--- config.mk ---
export PLATFORM = sky130hd
export DESIGN_NAME = clk_div_multi
export DESIGN_NICKNAME = d
export VERILOG_FILES = /design/src/rtl/clk_div_multi.sv
export SDC_FILE = /design/constraint.sdc
export NUM_CORES = 1
export LEC_CHECK = 0
export CAP_MARGIN = 10
export CORE_AREA = 2 2 84 86
export CTS_CLUSTER_DIAMETER = 100
export DETAILED_ROUTE_END_ITERATION = 10
export DIE_AREA = 0 0 86 88
export GPL_TIMING_DRIVEN = 0
export PLACE_DENSITY_LB_ADDON = 0.2
export SLEW_MARGIN = 40
export SYNTH_ARGS = -nofsm -noshare
export SYNTH_HDL_FRONTEND = slang
export SYNTH_SLANG_ARGS = --single-unit
--- constraint.sdc ---
create_clock -name clk_in -period 2.44 [get_ports clk_in]
set_input_delay 0.732 -clock clk_in [delete_from_list [all_inputs] [get_ports clk_in]]
set_output_delay 0.732 -clock clk_in [all_outputs]
set_load 0.02 [all_outputs]
--- src/rtl/clk_div_multi.sv ---
`default_nettype none
// ============================================================================
// Module   : clk_div_multi
// Brief    : Runtime-programmable multi-channel clock divider. Each channel
//            produces a registered divided clock and a one-cycle tick at the
//            start of every divided period. Divisor updates are staged and
//            applied only at the channel's next period boundary.
// Revision : 1.0 - initial release
// ============================================================================
module clk_div_multi #(
    parameter int NUM_CH  = 2,
    parameter int DIV_W   = 8,
    parameter int DEF_DIV = 2,
    localparam int SEL_W  = (NUM_CH > 1) ? $clog2(NUM_CH) : 1
) (
    input  logic              clk_in,
    input  logic              rst_n,
    input  logic [NUM_CH-1:0] en,
    input  logic              div_wr,
    input  logic [SEL_W-1:0]  div_sel,
    input  logic [DIV_W-1:0]  div_data,
    output logic [NUM_CH-1:0] clk_out,
    output logic [NUM_CH-1:0] tick,
    output logic [NUM_CH-1:0] div_pend
);

    localparam logic [DIV_W-1:0] C_DEF_DIV = DIV_W'(DEF_DIV);
    localparam logic [DIV_W-1:0] C_MIN_DIV = DIV_W'(2);

    // Divisors below 2 cannot form a high and a low phase, so they are raised to 2.
    logic [DIV_W-1:0] w_clamp;
    assign w_clamp = (div_data < C_MIN_DIV) ? C_MIN_DIV : div_data;

    genvar g;
    for (g = 0; g < NUM_CH; g++) begin : g_ch
        logic [DIV_W-1:0] cnt_q, cnt_d;
        logic [DIV_W-1:0] act_q, act_d;
        logic [DIV_W-1:0] pend_q, pend_d;
        logic             pv_q, pv_d;
        logic             run_q, run_d;
        logic             clk_q, clk_d;
        logic             tick_q, tick_d;
        logic             w_hit;
        logic             w_last;
        logic             w_start;
        logic [DIV_W:0]   w_cnt_inc;
        logic [DIV_W:0]   w_half_act;

        // Out-of-range selects match no channel, so those writes are dropped.
        assign w_hit = div_wr && (div_sel == SEL_W'(g));

        // Next-state: period start, period completion, counting and divisor staging.
        always_comb begin
            w_last     = run_q && (cnt_q == (act_q - DIV_W'(1)));
            w_start    = en[g] && (!run_q || w_last);
            w_cnt_inc  = {1'b0, cnt_q} + (DIV_W+1)'(1);
            w_half_act = ({1'b0, act_q} + (DIV_W+1)'(1)) >> 1;

            cnt_d  = cnt_q;
            run_d  = run_q;
            act_d  = act_q;
            pend_d = pend_q;
            pv_d   = pv_q;
            clk_d  = 1'b0;
            tick_d = 1'b0;

            if (w_start) begin
                // Counter restarts at 0, which is always inside the high phase
                // (half >= 1 for any divisor >= 2), whichever divisor is applied.
                cnt_d  = '0;
                run_d  = 1'b1;
                clk_d  = 1'b1;
                tick_d = 1'b1;
                if (pv_q) begin
                    act_d = pend_q;
                    pv_d  = 1'b0;
                end
            end else if (w_last) begin
                // Enable was dropped: the period has completed, go idle.
                cnt_d = '0;
                run_d = 1'b0;
            end else if (run_q) begin
                cnt_d = cnt_q + DIV_W'(1);
                clk_d = (w_cnt_inc < w_half_act);
            end else begin
                cnt_d = '0;
            end

            // A write in the same cycle as an apply stays pending for the next boundary.
            if (w_hit) begin
                pend_d = w_clamp;
                pv_d   = 1'b1;
            end
        end

        // Channel state and registered outputs, cleared asynchronously.
        always_ff @(posedge clk_in or negedge rst_n) begin
            if (!rst_n) begin
                cnt_q  <= '0;
                run_q  <= 1'b0;
                act_q  <= C_DEF_DIV;
                pend_q <= C_DEF_DIV;
                pv_q   <= 1'b0;
                clk_q  <= 1'b0;
                tick_q <= 1'b0;
            end else begin
                cnt_q  <= cnt_d;
                run_q  <= run_d;
                act_q  <= act_d;
                pend_q <= pend_d;
                pv_q   <= pv_d;
                clk_q  <= clk_d;
                tick_q <= tick_d;
            end
        end

        assign clk_out[g]  = clk_q;
        assign tick[g]     = tick_q;
        assign div_pend[g] = pv_q;
    end

endmodule
`default_nettype wire

Yosys cells after proc, flatten, opt, wreduce, memory -nomap -nowiden

Index checks and enable logic that the tools add are counted.

Add/subtract/negate cells: 8
$mul: 0
Divide/modulo/power cells: 0
Order comparisons: 3
Eq/ne operators: 2
Shift-type cells: 0
Muxes and demuxes: 23
Bitwise gates (word level): 1
Reduce and logical (&&, ||, !) cells: 16

Operators with widths:

| kind                                                                  | number |
|---|---|
| 8-bit 2-to-1 mux                                                      | 7 |
| 8-bit by 1-bit adder with 9-bit output (second input constant)        | 4 |
| 9-bit by 8-bit < comparator with 1-bit output                         | 2 |
| 8-bit by 1-bit adder with 8-bit output (second input constant)        | 2 |
| 8-bit equality test                                                   | 2 |
| 1-bit 2-to-1 mux                                                      | 16 |
| 8-bit by 1-bit subtractor with 8-bit output (second input constant)   | 2 |
| 8-bit by 2-bit < comparator with 1-bit output (second input constant) | 1 |
| 2-bit nonzero test                                                    | 4 |
| 1-bit logical AND                                                     | 6 |
| 2-bit AND reduction                                                   | 2 |
| 1-bit zero test                                                       | 2 |
| 1-bit logical OR                                                      | 2 |
| 1-bit inverter                                                        | 1 |

Bits in registers: 56
Bits in latches: 0
Bits in writable memories: 0
Memory bits (read-only): 0
Output and inout port bits: 6
Memories kept: 0

Logic depth before layout (Yosys ltp)

Depth after elaboration: 7
Depth in mapped cells: 11
Depth with buffers taken out: 10

Worst setup path after synthesis

No wires, ideal clock.

Path type: register to register
Start point: register g_ch[0].act_q[1]
End point: register g_ch[0].tick_q
Arrival time: 2.414 ns
Required time: 2.321 ns
Slack: -0.093 ns
Cell stages (with the launch flop): 12
Period minus slack after synthesis: 2.533 ns
Cell sequence: dfstp_2 clkbuf_1 inv_1 ha_1 clkbuf_1 xnor2_1 and4b_1 a41o_1 a21oi_1 o21ai_0 buf_2 and2_1

Longest elaborated chain between the ends: 6

RTL lines:

| element                                     | RTL line | RTL |
|---|---|---|
| start, declared                             | 37       | `logic [DIV_W-1:0] act_q, act_d;` |
| start signal, assigned                      | 109      | `act_q <= act_d;` |
| 8-bit by 1-bit subtractor with 8-bit output | 54       | `w_last = run_q && (cnt_q == (act_q - DIV_W'(1)));` |
| 8-bit equality test                         | 54       |  |
| 1-bit logical AND                           | 54       |  |
| 1-bit logical OR                            | 55       | `w_start = en[g] && (!run_q \|\| w_last);` |
| 1-bit logical AND                           | 55       |  |
| 1-bit 2-to-1 mux                            | 67       | `if (w_start) begin` |
| end signal, assigned                        | 113      | `tick_q <= tick_d;` |
| end, declared                               | 42       | `logic tick_q, tick_d;` |

No other way between the ends.
A chain may end at the register's enable or synchronous reset.

Worst setup path in the final report

Start point: register g_ch[1].act_q[0]
End point: register g_ch[1].act_q[0]

Longest elaborated chain between the ends: 6

RTL lines:

| element                                     | RTL line |
|---|---|
| start, declared                             | 37 |
| start signal, assigned                      | 109 |
| 8-bit by 1-bit subtractor with 8-bit output | 54 |
| 8-bit equality test                         | 54 |
| 1-bit logical AND                           | 54 |
| 1-bit logical OR                            | 55 |
| 1-bit logical AND                           | 55 |
| 2-bit AND reduction (no source line)        | n/a |

No other way between the ends.

==> reports/qor.yml <==
static-leakage-power_nw: 1.70
final_cells: 467
setup_ws_ns: 0.0292
synthTopCellsByArea: "dfrtp_1, ha_1, mux2_2, xnor2_1, xor2_1"
yosysWarnings: 0
fillers: 538
synth_xor_area_share_pct: 10.3
ys_types: 46
hold_viol_final: 0
final_util_pct: 62.1
regArea_sq_um: 1410
end_kind: "register"
drt-met1-wl_um: 3550
drive_above_1_share_pct: 21.2
die_y_um: 88
synthesis.area_sq_um: 3500
antenna_found_initial: 0
vias_per_cell: 5.81
die_area_sq_um: 7570
numPortBuffers: 19
pre_cts_slack_ns: -0.501
yosys.area_share.simple_pct: 18.8
netlist.area_leader.share_pct: 37.2
grt_pass1_vias: 2618
clk_pin_slew_ns: 0.11
synth_nets: 386
avgSynthCellArea_sq_um: 9.94
power_w: 0.00164
drt-total-wl_um: 7440
synth_top_flop_cell: "dfrtp_1"
worstPathMaxFanout: 8
root_buffer: "clkbuf_8"
ios: 20
dr_wl_met2_um: 3520
yosys.area_share.adder_pct: 7.15
n_antenna_cell: 0
grt_max_degree: 31
cts_buffer_depth: 2
critPathKind: "register to register"
wl_per_cell_um: 15.9
clk_latency_ns: 0.31
synth_top_family_by_area: "simple AND/OR/NAND/NOR gates"
worstPathRequired_ns: 2.65
min_period_ns: 2.41
synthCells: 352
async_flop_share_pct: 100
arrival_ns: 2.62
crit_start: "g_ch[1].act_q[0]$_DFFE_PN0P_"
ant_nets: 0
relSlewSlack_pct: 62.8
die_x_um: 86
dp.cells: 452
routed.top_layer: "met4"
drt-initial-drc-count: 159
dr.pass1.iters: 5
grt_pass1_wl_um: 12700
gr-total-overflow: 0
final-setup-viol-count: 0
fmax_mhz: 415
track_usage_pct: 21.2
ys_ff_latch: 56
r2r-start: "g_ch[1].act_q[0]$_DFFE_PN0P_"
vias: 2711
report.final.slew_viol_count: 0
fin_crit_sh_pct: 98.8
htreeDepth: 2
start_kind: "register"
cts_buffers: 5
skew_ns: 0.00973
ctsHoldBuffers: 0
yosysTopAreaCell: "dfrtp_1"
tns_ns: 0
grt_setup_unrepaired: "yes"
status: "finished clean"
hold_class: "input pin to async pin"
cts_sinks: 56
ir_drop_uv: 319
power_density_nw_per_um2: 397
worst_pin_slew_ns: 0.556
rows: 30
routed-wl-met3_um: 243
initial_core_util_pct: 52.7
drv_cap: 0
multi_input_area_sq_um: 2050
area_growth_pct: 18.0
synthMuxAreaShare_pct: 7.05
ys_seq_area_share_pct: 40.2
synth_edf_count: 0
core_sq_um: 6640
cts_tree: "done"
dp_hpwl_um: 5340
layout.nets: 420
drc: 0
synth_compound_area_share_pct: 11.6
gp_congestion: 0.888
## cell usage after synthesis, drive strengths merged, types with 2 or more instances
cell type / count
a31oi: 5
nand2: 23
inv: 10
nor4: 4
nor2: 14
nand3: 25
dfrtp: 52
and3: 9
mux2: 21
nor3: 10
or4b: 8
ha: 20
a21oi: 9
xnor2: 23
nor2b: 7
o2111ai: 2
nand4: 3
o21ai: 12
o211ai: 11
a21o: 2
nand2b: 7
clkbuf: 17
dfstp: 4
buf: 11
xor2: 18
a32oi: 9
and2: 2
nand3b: 2
## kinds of logic after synthesis
logic type / Yosys count
adder cells (fa/ha/maj): 20
AND/OR/NAND/NOR: 118
AO/OA/AOI/OAI: 57
buffers and inverters: 38
XOR/XNOR: 41
flip-flops: 56
multiplexers: 22
## layer usage
layer | vias up | track usage (%)
li1 | 1330 | -
met2 | 57 | 33.5
met5 | - | 0
met3 | 13 | 3.11
met4 | 0 | 7.22
met1 | 1311 | 30.0
## sequential cells by signal, indices dropped and copies added, names as in the netlist
register	count
g_ch.act_q	16
g_ch.clk_q	2
g_ch.cnt_q	16
g_ch.pend_q	16
g_ch.pv_q	2
g_ch.run_q	2
g_ch.tick_q	2
## placed cells by master (no fill, tap or decap), types with 3 or more instances in the layout
master	netlist	layout
a21oi_1	8	7
a31oi_1	5	5
a32oi_1	9	9
and3_1	9	9
buf_2	5	4
buf_4	6	17
clkbuf_1	16	11
clkbuf_8	0	5
clkdlybuf4s50_1	0	18
dfrtp_1	52	50
dfstp_2	4	4
ha_1	20	17
inv_1	10	9
mux2_2	18	14
mux2_4	0	5
nand2_1	23	23
nand2b_1	7	7
nand3_1	25	24
nand4_1	3	3
nor2_1	14	14
nor2b_1	7	7
nor3_1	10	8
nor4_4	0	3
o211ai_1	11	11
o21ai_0	12	9
or4b_2	6	6
xnor2_1	23	23
xor2_1	18	18
## critical path, cell delays in order (launching register included)
cell,delay [ns]
dfrtp_2,0.42
inv_2,0.08
ha_4,0.13
or3b_4,0.40
nor4_4,0.14
o2111ai_1,0.12
a311o_2,0.37
a21oi_4,0.15
buf_12,0.14
mux2_2,0.33
## final timing paths
path	slack (ns)	to	depth (start not counted)
max in group asynchronous	1.58	g_ch[1].act_q[1]$_DFFE_PN1P_	2
worst max register to register	0.03	g_ch[1].act_q[0]$_DFFE_PN0P_	9
worst min-delay path	0.31	g_ch[0].act_q[3]$_DFFE_PN0P_	1
min in group clk_in	0.49	g_ch[1].pend_q[0]$_DFFE_PN0P_	2
worst max-delay path	0.03	g_ch[1].act_q[0]$_DFFE_PN0P_	9
worst min register to register	0.49	g_ch[1].pend_q[0]$_DFFE_PN0P_	2
## what timing repair did
action                                  4_1_cts  5_1_grt
pin swaps                                     3        6
endpoints found under the setup margin       29       27
setup buffers                                 8        3
hold endpoints to repair                      0        0
gates resized for setup                      19       15
## report_power, final
part           internal [W]  total, W  switching [W]  leakage, nW
registers          0.000969  0.000993      0.0000240        0.645
logic             0.0000586  0.000111      0.0000525         1.01
clock network      0.000210  0.000536       0.000326       0.0452
## final cells by class
type | instances | area share, %
Clock buffer | 5 | 1.67
Clock inverter | 3 | 0.606
Multi-Input combinational cell | 258 | 49.8
Timing Repair Buffer | 31 | 7.34
Tap cell | 80 | 2.42
Inverter | 10 | 0.909
Buffer | 24 | 3.15
Sequential cell | 56 | 34.1
## per-stage QoR
step / instance area, sq um / hold WS, ns
2_1_floorplan: 3500 / 0.436
3_3_place_gp: 3790 / 0.464
3_5_place_dp: 3810 / 0.466
4_1_cts: 4030 / 0.321
5_1_grt: 4130 / 0.342
6_report: 4130 / 0.315
(Power assumes the default switching activity.)
